--- src/rtl/mux_sequencer.sv ---
// Column-group multiplexer sequencer: one-hot mux enables with break-before-make dead time,
// advanced by column_ready and resynchronised to group 0 by position_sync.
module mux_sequencer #(
  parameter int unsigned NB_MUX      = 8,
  parameter int unsigned DEAD_CYCLES = 4,
  parameter int unsigned IDX_W       = $clog2(NB_MUX)
) (
  input  logic              clk,
  input  logic              rst,
  input  logic              enable,
  input  logic              position_sync,
  input  logic              column_ready,
  output logic [NB_MUX-1:0] mux_out,
  output logic [IDX_W-1:0]  mux_index,
  output logic              slice_done,
  output logic              overrun
);

  localparam int unsigned CNT_W = $clog2(DEAD_CYCLES + 1);

  localparam logic [1:0] ST_IDLE      = 2'd0;
  localparam logic [1:0] ST_WAIT_SYNC = 2'd1;
  localparam logic [1:0] ST_DEAD      = 2'd2;
  localparam logic [1:0] ST_ON        = 2'd3;

  localparam logic [CNT_W-1:0] CNT_LOAD  = CNT_W'(DEAD_CYCLES - 1);
  localparam logic [IDX_W-1:0] IDX_LAST  = IDX_W'(NB_MUX - 1);

  logic [1:0]        state_q,   state_d;
  logic [IDX_W-1:0]  index_q,   index_d;
  logic [CNT_W-1:0]  cnt_q,     cnt_d;
  logic [NB_MUX-1:0] mux_q,     mux_d;
  logic              slice_q,   slice_d;
  logic              overrun_q, overrun_d;

  // State register and registered outputs
  always_ff @(posedge clk or posedge rst) begin
    if (rst) begin
      state_q   <= ST_IDLE;
      index_q   <= '0;
      cnt_q     <= '0;
      mux_q     <= '0;
      slice_q   <= 1'b0;
      overrun_q <= 1'b0;
    end else begin
      state_q   <= state_d;
      index_q   <= index_d;
      cnt_q     <= cnt_d;
      mux_q     <= mux_d;
      slice_q   <= slice_d;
      overrun_q <= overrun_d;
    end
  end

  // Next-state logic; enable low overrides everything, position_sync beats column_ready
  always_comb begin
    state_d   = state_q;
    index_d   = index_q;
    cnt_d     = cnt_q;
    slice_d   = 1'b0;
    overrun_d = overrun_q;

    if (!enable) begin
      state_d   = ST_IDLE;
      index_d   = '0;
      cnt_d     = '0;
      overrun_d = 1'b0;
    end else begin
      case (state_q)
        ST_IDLE: begin
          state_d = ST_WAIT_SYNC;
          index_d = '0;
        end
        ST_WAIT_SYNC: begin
          if (position_sync) begin
            state_d = ST_DEAD;
            index_d = '0;
            cnt_d   = CNT_LOAD;
          end
        end
        ST_DEAD: begin
          if (column_ready) overrun_d = 1'b1;
          if (position_sync) begin
            index_d = '0;
            cnt_d   = CNT_LOAD;
          end else if (cnt_q == '0) begin
            state_d = ST_ON;
          end else begin
            cnt_d = cnt_q - CNT_W'(1);
          end
        end
        ST_ON: begin
          if (position_sync) begin
            state_d = ST_DEAD;
            index_d = '0;
            cnt_d   = CNT_LOAD;
          end else if (column_ready) begin
            state_d = ST_DEAD;
            cnt_d   = CNT_LOAD;
            if (index_q == IDX_LAST) begin
              index_d = '0;
              slice_d = 1'b1;
            end else begin
              index_d = index_q + IDX_W'(1);
            end
          end
        end
        default: begin
          state_d = ST_IDLE;
          index_d = '0;
          cnt_d   = '0;
        end
      endcase
    end

    // Registered decode keeps mux_out a pure flop output
    mux_d = (state_d == ST_ON) ? (NB_MUX'(1) << index_d) : '0;
  end

  assign mux_out    = mux_q;
  assign mux_index  = index_q;
  assign slice_done = slice_q;
  assign overrun    = overrun_q;

endmodule

--- config.mk ---
export PLATFORM = sky130hd
export DESIGN_NAME = mux_sequencer
export DESIGN_NICKNAME = d
export VERILOG_FILES = /design/src/rtl/mux_sequencer.sv
export SDC_FILE = /design/constraint.sdc
export NUM_CORES = 1
export LEC_CHECK = 0
export ABC_AREA = 1
export CORE_MARGIN = 1.5
export CORE_UTILIZATION = 54
export DETAILED_ROUTE_END_ITERATION = 7
export HOLD_SLACK_MARGIN = 0.12
export PLACE_DENSITY = 0.82
export SLEW_MARGIN = 20
export SYNTH_ARGS = -nofsm -noshare
export SYNTH_HDL_FRONTEND = slang
export SYNTH_SLANG_ARGS = --single-unit
--- constraint.sdc ---
create_clock -name clk -period 2.5 [get_ports clk]
set_clock_uncertainty 0.15 [all_clocks]
set_input_delay 0.5 -clock clk [delete_from_list [all_inputs] [get_ports clk]]
set_output_delay 0.5 -clock clk [all_outputs]
set_load 0.02 [all_outputs]
**Word level (Yosys, flattened, before mapping)**

Index checks and enable logic that the tools add are counted.

- Reductions and logical operators: 5
- Muxes and demuxes: 29
- Add/subtract/negate cells: 2
- Shift operators: 1
- Equal/unequal tests: 11

Operators by type and width:

| operator | number |
|---|---|
| $mux 3 | 11 |
| $pmux 3 s3 | 2 |
| $mux 2 | 6 |
| $mux 1 | 8 |
| $mux 8 | 1 |
| $ne 4x4->1 const B | 2 |
| $pmux 2 s4 | 1 |
| $shl 1x3->8 const A | 1 |
| $eq 2x2->1 const B | 3 |
| $ne 2x1->1 const B | 2 |
| $ne 4x1->1 const B | 1 |
| $reduce_and 4->1 | 1 |
| $add 3x1->3 const B | 1 |
| $eq 3x3->1 const B | 1 |
| $logic_not 3->1 | 1 |
| $ne 3x3->1 const B | 1 |
| $sub 3x1->3 const B | 1 |
| $eq 2x1->1 const B | 1 |
| $logic_not 2->1 | 1 |
| $reduce_and 2->1 | 1 |
| $reduce_or 2->1 | 1 |

- Bits in registers: 18
- Input port bits: 5
- Logic and storage cells: 54

**Depth between registers and ports, before layout**

Gate-level depths: netlist of the first run.

- Depth after elaboration: 8
- Mapped depth: 10
- Depth with buffers taken out: 10

**Worst setup path before layout of the first run**

Ideal clock, no wire load.

- Path kind: register -> register
- Start point: reg index_q[0], in the netlist mux_index[0]
- End point: reg mux_q[0], in the netlist mux_out[0]
- Library setup time: 0.116 ns
- Slack: 0.873 ns
- Data arrival time: 1.361 ns
- Stages on the path, launching flop included: 8
- Cells stage by stage: dfrtp_1 > ha_1 > ha_1 > nand2_1 > a21oi_4 > inv_2 > nand3_2 > nor2_1

- Word-level cells in the longest chain between the ends: 8

Ends and longest elaborated chain:

| element | line | text |
|---|---|---|
| from (decl) | 30 | `logic [IDX_W-1:0] index_q, index_d;` |
| from (signal assigned) | 47 | `index_q <= index_d;` |
| $add 3x1->3 / $eq 3x3->1 (equally long branches) | 104, 100 |  |
| $mux 3 * | 100 | `if (index_q == IDX_LAST) begin` |
| $mux 3 * | 97 | `end else if (column_ready) begin` |
| $mux 3 * | 93 | `if (position_sync) begin` |
| $pmux 3 s3 * | 69 | `case (state_q)` |
| $mux 3 * | 63 | `if (!enable) begin` |
| net index_d[2] | 30 |  |
| $shl 1x3->8 * | 117 | `mux_d = (state_d == ST_ON) ? (NB_MUX'(1) << index_d) : '0;` |
| $mux 8 * | 117 |  |
| net mux_d[0] | 32 | `logic [NB_MUX-1:0] mux_q, mux_d;` |
| to (signal assigned) | 49 | `mux_q <= mux_d;` |
| to (decl) | 32 |  |

Mark *: on every way through the listed nets, which the timed path passes. The rest lies on a longest branch.
A chain may end at the register's enable or synchronous reset.

**Worst setup path in the final report of the first run**

- Start point: reg index_q[0], in the netlist mux_index[0]
- End point: out mux_index[0]

RTL lines:

| element | line | text |
|---|---|---|
| to (decl) | 14 | `output logic [IDX_W-1:0] mux_index,` |

No word-level cell between the ends.

==> qor.csv, run 1 <==
stage;metric;value;unit
job;max_cap viols;0;
final_layout;leading cell type in the layout, fill and taps excluded;nand2_1;
critical_path;crit path kind;register to primary output;
drt;vias per inst;4.84;
final_layout;Fillers;124;
global_routing;global-route usage over all layers;21.1;%
placement;Placed Area;1170;um2
yosys;Mapped Area;972;um2
yosys;Post-Synthesis Cells;113;
die;cell row count;15;
drt;1st-pass router iterations;6;
critical_path;critical path's largest stage delay;0.62;ns
clock_tree;Num CTS Buffers;3;
min_path;min-delay src;cnt_q[0];
global_routing;vias in the first global route;719;
final_layout;most frequent cells in the layout;29 x nand2_1, 18 x dfrtp_1, 17 x clkdlybuf4s50_1;
min_path;hold depth;2;
critical_path;Worst EP required;1.85;ns
drt;# DRC;0;
final_layout;register area;450;um2
yosys;Seq/Total Area, Yosys;46.3;%
final_layout;design area;1210;um2
yosys;Synth cell types;18;
critical_path;FF-to-FF End;mux_out[6];
drt;mean routed wirelength per cell;11.6;um
critical_path;CP top delay family;buffers and inverters;
clock_tree;clock sinks;18;
final_layout;final layout net count;148;
clock_tree;post-CTS setup buffer count;0;
timing;Final period util;78.6;%
final_layout;multi-input logic area;454;um2
clock_tree;CTS max path bufs;2;
outcome;run status;finished, final reports clean;
timing;Tmin final;1.97;ns
critical_path;critical path cell sequence;clkdlybuf4s50_1;
yosys;Syn Area/Cell;8.60;um2
final_layout;Layout Cells excl Fill;159;
clock_tree;hold_buf cts;0;
placement;IO buf count;17;
critical_path;Critical R2R Launch;state_q[1];
global_routing;gr ovfl total;0;
placement;Placed Cells;155;
die;die span in x;45.4;um
power_and_ir_drop;Max VDD drop;0.286;mV
critical_path;reg2reg setup slack;0.79;ns
timing;Final setup viols;0;
critical_path;WP buf/inv;1;
clock_tree;Clk Tree Root Cell;clkbuf_4;
timing;Max Fclk;0.509;GHz
clock_tree;CTS H-tree depth;1;
placement;routability cong.;0.809;
clock_tree;Post-CTS Resized;0;
critical_path;crit end category;primary output;
critical_path;Arr. time, crit path;1.32;ns
clock_tree;Clk Latency, worst-skew pair;0.29;ns
die;die height;45.4;um
timing;post-route setup TNS;0;ns
timing;worst setup margin;0.534;ns
final_layout;Area growth, synth to finish;24.5;%
die;Core Region;1710;um2
clock_tree;clock-pin slew on the worst setup and hold paths;0.11;ns
timing;RSZ-0062 raised after global routing;no;
die;I/O pin count;18;
yosys;number of synthesized register bits;18;
global_routing;largest net degree at the start of global routing;19;
timing;Hold Violations, Final;0;
power_and_ir_drop;power per cell area;468;nW/um2
timing;worst-margin pin slew;0.654;ns
die;Die ar.;2060;um2
yosys;net count after synthesis;126;
final_layout;Antenna diodes;0;
global_routing;first-pass GRT wire length;3060;um
critical_path;reg2reg path depth;8;
placement;post-DP HPWL;1420;um
critical_path;Slowest-stage cell, CP;clkdlybuf4s50_1;
drt;initial DRC count;17;
final_layout;share of layout cells above drive strength 1;16.4;%
timing;relative slew slack;56.4;%
drt;antenna-violating nets left;0;
drt;Via Count;770;
min_path;WHS Endpoint;cnt_q[0];
min_path;Hold Crit Class;register to register;
timing;Slew Viols, Final;0;
placement;Post-Place Worst Slack;0.500;ns
die;Starting Density;56.9;%
yosys;Yosys warning total;0;
clock_tree;CTS tree;built;
power_and_ir_drop;LEAKAGE;0.587;nW
critical_path;Worst setup SP type;register;
critical_path;CP max FO;4;
drt;WL final;1840;um
global_routing;initial antenna violation count;0;
-- worst max path at each step --
| stage | from | to | slack [ns] | depth (start not counted) |
|---|---|---|---|---|
| 2_1_floorplan | mux_index[0] | mux_out[0] | 0.87 | 7 |
| 3_3_place_gp | enable | mux_out[7] | 0.55 | 5 |
| 3_5_place_dp | column_ready | mux_out[6] | 0.50 | 7 |
| 4_1_cts | mux_index[0] | mux_index[0] | 0.53 | 1 |
| 5_1_grt | mux_index[0] | mux_index[0] | 0.47 | 1 |
| 6_report | mux_index[0] | mux_index[0] | 0.53 | 1 |
-- per-stage QoR --
stage,utilization [%],hold slack (ns),power [W]
3_5_place_dp,68.7,0.335,0.000390
2_1_floorplan,-,0.289,0.000367
3_3_place_gp,68.7,0.327,0.000388
4_1_cts,70.8,0.362,0.000568
6_report,70.8,0.359,0.000566
5_1_grt,70.8,0.396,0.000593
-- power by group --
part | switching, W | internal (W) | leakage [nW] | total (W)
Sequential | 0.00000472 | 0.000298 | 0.246 | 0.000303
Combinational | 0.0000526 | 0.0000298 | 0.320 | 0.0000824
Clock | 0.0000920 | 0.0000886 | 0.0210 | 0.000181
-- layout make-up --
class,instances,share of cell area [%]
Timing Repair Buffer,17,14.1
Multi-Input combinational cell,77,37.5
Sequential cell,18,37.2
Tap cell,25,2.59
Inverter,18,5.58
Clock buffer,4,3.00
-- logic make-up (layout without fill, tap and decap cells) --
family / count (synthesis) / in the layout / synth area share [%]
adder cells (fa/ha/maj): 8 / 8 / 10.3
buffers and inverters: 18 / 39 / 6.95
AND/OR/NAND/NOR: 59 / 59 / 28.6
flip-flops: 18 / 18 / 46.3
AO/OA/AOI/OAI: 10 / 10 / 7.85
-- cell usage after synthesis --
library cell	number	area (um2)
a21oi_2	1	8.76
ha_1	8	100
nand3b_2	1	11.3
or2_2	1	6.26
a21oi_4	2	32.5
nand2_2	4	25.0
clkinv_1	2	7.51
nor2_1	15	56.3
inv_2	4	15.0
o21ai_0	1	5.00
nand3_2	5	50.1
o21ai_1	3	15.0
nand2_1	29	109
nor3_1	1	5.00
inv_1	12	45.0
nand3_1	3	15.0
a21oi_1	3	15.0
dfrtp_1	18	450
-- flip-flops by register name, summed over array words and instances (netlist names) --
signal and flops:
cnt_q 3, mux_out 8, overrun 1, state_q 2, mux_index 3, slice_done 1
-- per-layer routing --
metal / vias to the layer above / routed length (um) / global-route usage (%)
met5: - / 0 / 0
met4: 0 / 63 / 10.6
met3: 10 / 88 / 4.37
met2: 32 / 858 / 33.0
met1: 336 / 827 / 27.6
li1: 392 / - / -
Power figures use the tool's default switching activity.
==> run 2: changes to the inputs <==
Settings changed: CORE_ASPECT_RATIO set to 1.5, CORE_UTILIZATION 54 to 50, PLACE_DENSITY 0.82 to 0.77.
Clock period 2.5 ns to 1.95 ns, I/O delays scaled along.
==> qor.csv, run 2 (same netlist as run 1, synthesis figures left out) <==
stage;metric;value;unit;change
outcome;run status;finished, final reports clean;;unchanged
critical_path;critical path's largest stage delay;0.63;ns;was 0.62 ns
clock_tree;Clk Latency, worst-skew pair;0.29;ns;about the same
clock_tree;clock-pin slew on the worst setup and hold paths;0.10;ns;was 0.11 ns
critical_path;critical path cell sequence;clkdlybuf4s50_1;;unchanged
clock_tree;CTS tree;built;;unchanged
drt;met1 WL;739;um;was 827 um
placement;routability cong.;0.782;;was 0.809
clock_tree;post-CTS setup buffer count;0;;unchanged
critical_path;crit end category;primary output;;unchanged
timing;RSZ-0062 raised after global routing;no;;unchanged
global_routing;global-route usage over all layers;20.5;%;was 21.1%
clock_tree;Num CTS Buffers;3;;unchanged
power_and_ir_drop;LEAKAGE;0.601;nW;was 0.587 nW
final_layout;leading cell type in the layout, fill and taps excluded;nand2_1;;unchanged
final_layout;Layout Cells excl Fill;158;;was 159
critical_path;CP top delay family;buffers and inverters;;unchanged
timing;worst-margin pin slew;0.274;ns;was 0.654 ns
critical_path;Worst EP required;1.41;ns;was 1.85 ns
die;Starting Density;53.1;%;was 56.9%
global_routing;largest net degree at the start of global routing;19;;unchanged
global_routing;vias in the first global route;791;;was 719
power_and_ir_drop;Pwr Total;0.000721;W;was 0.000566 W
timing;post-route setup TNS;0;ns;unchanged
critical_path;crit path kind;register to primary output;;unchanged
clock_tree;hold_buf cts;0;;unchanged
drt;# DRC;0;;unchanged
timing;Final period util;95.7;%;
placement;Post-Place Worst Slack;0.0914;ns;was 0.500 ns
timing;Hold Violations, Final;0;;unchanged
placement;Placed Cells;154;;was 155
drt;met2 WL;973;um;was 858 um
min_path;Hold Crit Class;primary input to asynchronous set/reset pin;;was register to register
timing;worst setup margin;0.0833;ns;was 0.534 ns
clock_tree;CTS max path bufs;2;;unchanged
critical_path;WP buf/inv;1;;unchanged
drt;Via Count;775;;was 770
drt;top layer in use;met4;;unchanged
clock_tree;Clk Tree Root Cell;clkbuf_4;;unchanged
final_layout;Largest register FFs;8;;unchanged
power_and_ir_drop;power per cell area;587;nW/um2;was 468 nW/um2
drt;initial DRC count;11;;was 17
final_layout;share of layout cells above drive strength 1;18.2;%;was 16.4%
critical_path;Worst setup SP type;register;;unchanged
die;Core Region;1830;um2;was 1710 um2
final_layout;final layout net count;151;;was 148
final_layout;Area growth, synth to finish;26.3;%;was 24.5%
drt;mean routed wirelength per cell;11.4;um;was 11.6 um
drt;vias per inst;4.91;;was 4.84
power_and_ir_drop;Max VDD drop;0.464;mV;was 0.286 mV
drt;WL final;1810;um;was 1840 um
die;die span in x;39.0;um;was 45.4 um
global_routing;gr ovfl total;0;;unchanged
die;die height;57.0;um;was 45.4 um
final_layout;Antenna diodes;0;;unchanged
drt;met3 wire length;81;um;was 88 um
placement;post-DP HPWL;1470;um;was 1420 um
clock_tree;clock sinks;18;;unchanged
final_layout;Fillers;154;;was 124
timing;relative slew slack;81.7;%;was 56.4%
critical_path;CP max FO;4;;unchanged
critical_path;Arr. time, crit path;1.33;ns;was 1.32 ns
die;I/O pin count;18;;unchanged
global_routing;first-pass GRT wire length;3170;um;was 3060 um
clock_tree;Post-CTS Resized;0;;unchanged
critical_path;Slowest-stage cell, CP;clkdlybuf4s50_1;;unchanged
timing;Tmin final;1.87;ns;
drt;antenna-violating nets left;0;;unchanged
timing;Final setup viols;0;;unchanged
die;Die ar.;2220;um2;was 2060 um2
placement;IO buf count;17;;unchanged
timing;Max Fclk;0.536;GHz;
clock_tree;CTS H-tree depth;1;;unchanged
drt;1st-pass router iterations;4;;was 6
die;cell row count;19;;was 15
final_layout;most frequent cells in the layout;29 x nand2_1, 18 x dfrtp_1, 17 x clkdlybuf4s50_1;;unchanged
timing;Slew Viols, Final;0;;unchanged
job;max_cap viols;0;;unchanged
global_routing;initial antenna violation count;0;;unchanged
-- run 2: stage by stage --
stage / util (%) / cell area [um2] / hold WS [ns]
global placement: 65.1 / 1190 / 0.328
global route: 67.1 / 1230 / 0.267
CTS: 67.1 / 1230 / 0.251
detailed placement: 65.1 / 1190 / 0.333
floorplan: - / 972 / 0.179
finish: 67.1 / 1230 / 0.249
-- run 2: final cells by class --
cell class                      count  area, um2  area share (%)
Clock buffer                        4       36.3            2.96
Inverter                           18       67.6            5.50
Multi-Input combinational cell     77        454            37.0
Sequential cell                    18        450            36.7
Tap cell                           21       26.3            2.14
Timing Repair Buffer               20        193            15.7
-- run 2: per-layer routing --
| metal | track usage [%] | up-vias |
|---|---|---|
| met5 | 0 | - |
| met4 | 7.39 | 0 |
| met3 | 4.67 | 2 |
| met2 | 36.4 | 13 |
| met1 | 22.5 | 362 |
| li1 | - | 398 |
-- run 2: where the power goes --
| group | total (W) | switching (W) | internal (W) | leakage [nW] |
|---|---|---|---|---|
| registers | 0.000388 | 0.00000544 | 0.000382 | 0.246 |
| clock network | 0.000226 | 0.000112 | 0.000114 | 0.0210 |
| logic | 0.000107 | 0.0000655 | 0.0000419 | 0.334 |
-- run 2: worst paths after layout --
check	from	slack, ns	depth (start not counted)	to
worst min-delay path	rst	0.25	3	mux_out[1]
min in group clk	cnt_q[0]	0.36	2	cnt_q[0]
worst max-delay path	mux_index[0]	0.08	1	mux_index[0]
worst min register to register	cnt_q[0]	0.36	2	cnt_q[0]
max in group asynchronous	rst	1.21	3	mux_out[4]
worst max register to register	state_q[0]	0.27	8	cnt_q[1]
==> run 3: changes to the inputs <==
Settings changed: CORE_MARGIN 1.5 to 2, CTS_CLUSTER_DIAMETER set to 40.
==> qor.csv, run 3 (same netlist as run 1, synthesis figures left out) <==
stage;metric;value;unit;change
outcome;run status;finished, final reports clean;;unchanged
timing;Max Fclk;0.539;GHz;was 0.536 GHz
die;I/O pin count;18;;unchanged
critical_path;crit path kind;register to primary output;;unchanged
critical_path;critical path's largest stage delay;0.62;ns;was 0.63 ns
final_layout;final layout net count;151;;unchanged
power_and_ir_drop;LEAKAGE;0.620;nW;was 0.601 nW
clock_tree;clock sinks;18;;unchanged
final_layout;share of layout cells above drive strength 1;18.2;%;unchanged
power_and_ir_drop;Clock power frac;32.1;%;was 31.3%
drt;1st-pass router iterations;2;;was 4
die;Core Region;1830;um2;unchanged
critical_path;Arr. time, crit path;1.31;ns;was 1.33 ns
global_routing;gr ovfl total;0;;unchanged
clock_tree;hold_buf cts;0;;unchanged
clock_tree;clock-pin slew on the worst setup and hold paths;0.11;ns;was 0.10 ns
final_layout;Antenna diodes;0;;unchanged
global_routing;vias in the first global route;774;;was 791
critical_path;WP buf/inv;1;;unchanged
min_path;Hold Crit Class;primary input to asynchronous set/reset pin;;unchanged
timing;Final period util;95.1;%;was 95.7%
global_routing;initial antenna violation count;0;;unchanged
drt;vias per inst;4.86;;was 4.91
clock_tree;Num CTS Buffers;3;;unchanged
final_layout;post-layout util;67.2;%;was 67.1%
timing;post-route setup TNS;0;ns;unchanged
drt;met1 WL;761;um;was 739 um
die;Starting Density;53.1;%;unchanged
drt;mean routed wirelength per cell;11.9;um;was 11.4 um
critical_path;Worst EP required;1.41;ns;about the same
timing;worst-margin pin slew;0.273;ns;was 0.274 ns
final_layout;most frequent cells in the layout;29 x nand2_1, 18 x dfrtp_1, 16 x clkdlybuf4s50_1;;was 29 x nand2_1, 18 x dfrtp_1, 17 x clkdlybuf4s50_1
drt;# DRC;0;;unchanged
timing;RSZ-0062 raised after global routing;no;;unchanged
drt;initial DRC count;11;;unchanged
drt;Via Count;768;;was 775
placement;routability cong.;0.776;;was 0.782
critical_path;CP top delay family;buffers and inverters;;unchanged
clock_tree;CTS H-tree depth;1;;unchanged
drt;WL final;1880;um;was 1810 um
placement;IO buf count;17;;unchanged
timing;Final setup viols;0;;unchanged
final_layout;Largest register FFs;8;;unchanged
die;die span in x;40.0;um;was 39.0 um
clock_tree;Clk Latency, worst-skew pair;0.30;ns;was 0.29 ns
critical_path;crit end category;primary output;;unchanged
power_and_ir_drop;Max VDD drop;0.518;mV;was 0.464 mV
power_and_ir_drop;sequential share of power;53.1;%;was 53.8%
power_and_ir_drop;Logic pwr share;14.8;%;was 14.9%
job;max_cap viols;0;;unchanged
critical_path;CP max FO;3;;was 4
global_routing;global-route usage over all layers;20.0;%;was 20.5%
critical_path;Worst setup SP type;register;;unchanged
final_layout;Fillers;151;;was 154
placement;post-DP HPWL;1490;um;was 1470 um
global_routing;first-pass GRT wire length;3150;um;was 3170 um
die;die height;58.0;um;was 57.0 um
global_routing;largest net degree at the start of global routing;19;;unchanged
timing;relative slew slack;81.8;%;was 81.7%
placement;Placed Area;1190;um2;unchanged
timing;Slew Viols, Final;0;;unchanged
drt;antenna-violating nets left;0;;unchanged
final_layout;Area growth, synth to finish;26.5;%;was 26.3%
critical_path;critical path cell sequence;clkdlybuf4s50_1;;unchanged
power_and_ir_drop;Net Switching;0.000191;W;was 0.000183 W
drt;met2 WL;1020;um;was 973 um
final_layout;design area;1230;um2;about the same
final_layout;leading cell type in the layout, fill and taps excluded;nand2_1;;unchanged
drt;met3 wire length;79;um;was 81 um
power_and_ir_drop;Sw Ratio;26.2;%;was 25.4%
clock_tree;Clk Tree Root Cell;clkbuf_4;;unchanged
clock_tree;CTS max path bufs;2;;unchanged
critical_path;Slowest-stage cell, CP;clkdlybuf4s50_1;;unchanged
clock_tree;CTS tree;built;;unchanged
power_and_ir_drop;Internal;0.000538;W;about the same
drt;top layer in use;met4;;unchanged
die;Die ar.;2320;um2;was 2220 um2
timing;Tmin final;1.85;ns;was 1.87 ns
timing;Hold Violations, Final;0;;unchanged
die;cell row count;19;;unchanged
power_and_ir_drop;power per cell area;593;nW/um2;was 587 nW/um2
## run 3: changes by cell type in the layout (fill, tap and decap cells not counted), sizes merged
cell	change
clkdlybuf4s50	-1
dlymetal6s2s	+1
## run 3: power by group through the flow
stage	Clock, W	Combinational [W]	Sequential [W]
final	0.000234	0.000108	0.000388
after CTS	0.000239	0.000109	0.000388
after floorplan	0	0.0000751	0.000395
after detailed placement	0	0.000109	0.000395
after global placement	0	0.000106	0.000395
after global routing	0.000265	0.000124	0.000389
## run 3: worst paths after layout
check | slack, ns | startpoint | cells after the start | endpoint
max reg2reg | 0.27 | state_q[1] | 8 | mux_out[6]
min in group clk | 0.35 | cnt_q[1] | 2 | cnt_q[1]
max in group asynchronous | 1.20 | rst | 3 | mux_out[4]
max | 0.1 | mux_index[1] | 1 | mux_index[1]
min | 0.25 | rst | 3 | overrun
min reg2reg | 0.35 | cnt_q[1] | 2 | cnt_q[1]
## run 3: routing by layer
layer	track usage [%]	up-vias
met5	0	-
met4	8.87	0
met3	4.21	4
met2	34.8	13
met1	21.9	354
li1	-	397
## run 3: area by class of cell
class | count | area (um2) | share of cell area (%)
multi-input combinational | 77 | 454 | 36.9
sequential | 18 | 450 | 36.6
timing repair buffer | 20 | 195 | 15.9
inverter | 18 | 67.6 | 5.49
clock buffer | 4 | 36.3 | 2.95
tap | 21 | 26.3 | 2.14
## run 3: what timing repair did
action                                  CTS  global route
gates resized for setup                   0             1
setup buffers                             0             0
endpoints found under the setup margin    0             1
## run 3: through the flow
| step | hold WS [ns] | setup WS, ns | total power [W] | std cells |
|---|---|---|---|---|
| 3_5_place_dp | 0.331 | 0.0979 | 0.000504 | 154 |
| 5_1_grt | 0.284 | 0.0492 | 0.000777 | 158 |
| 2_1_floorplan | 0.179 | 0.323 | 0.000470 | 113 |
| 3_3_place_gp | 0.328 | 0.104 | 0.000501 | 154 |
| 4_1_cts | 0.257 | 0.0585 | 0.000736 | 158 |
| 6_report | 0.254 | 0.0963 | 0.000730 | 158 |
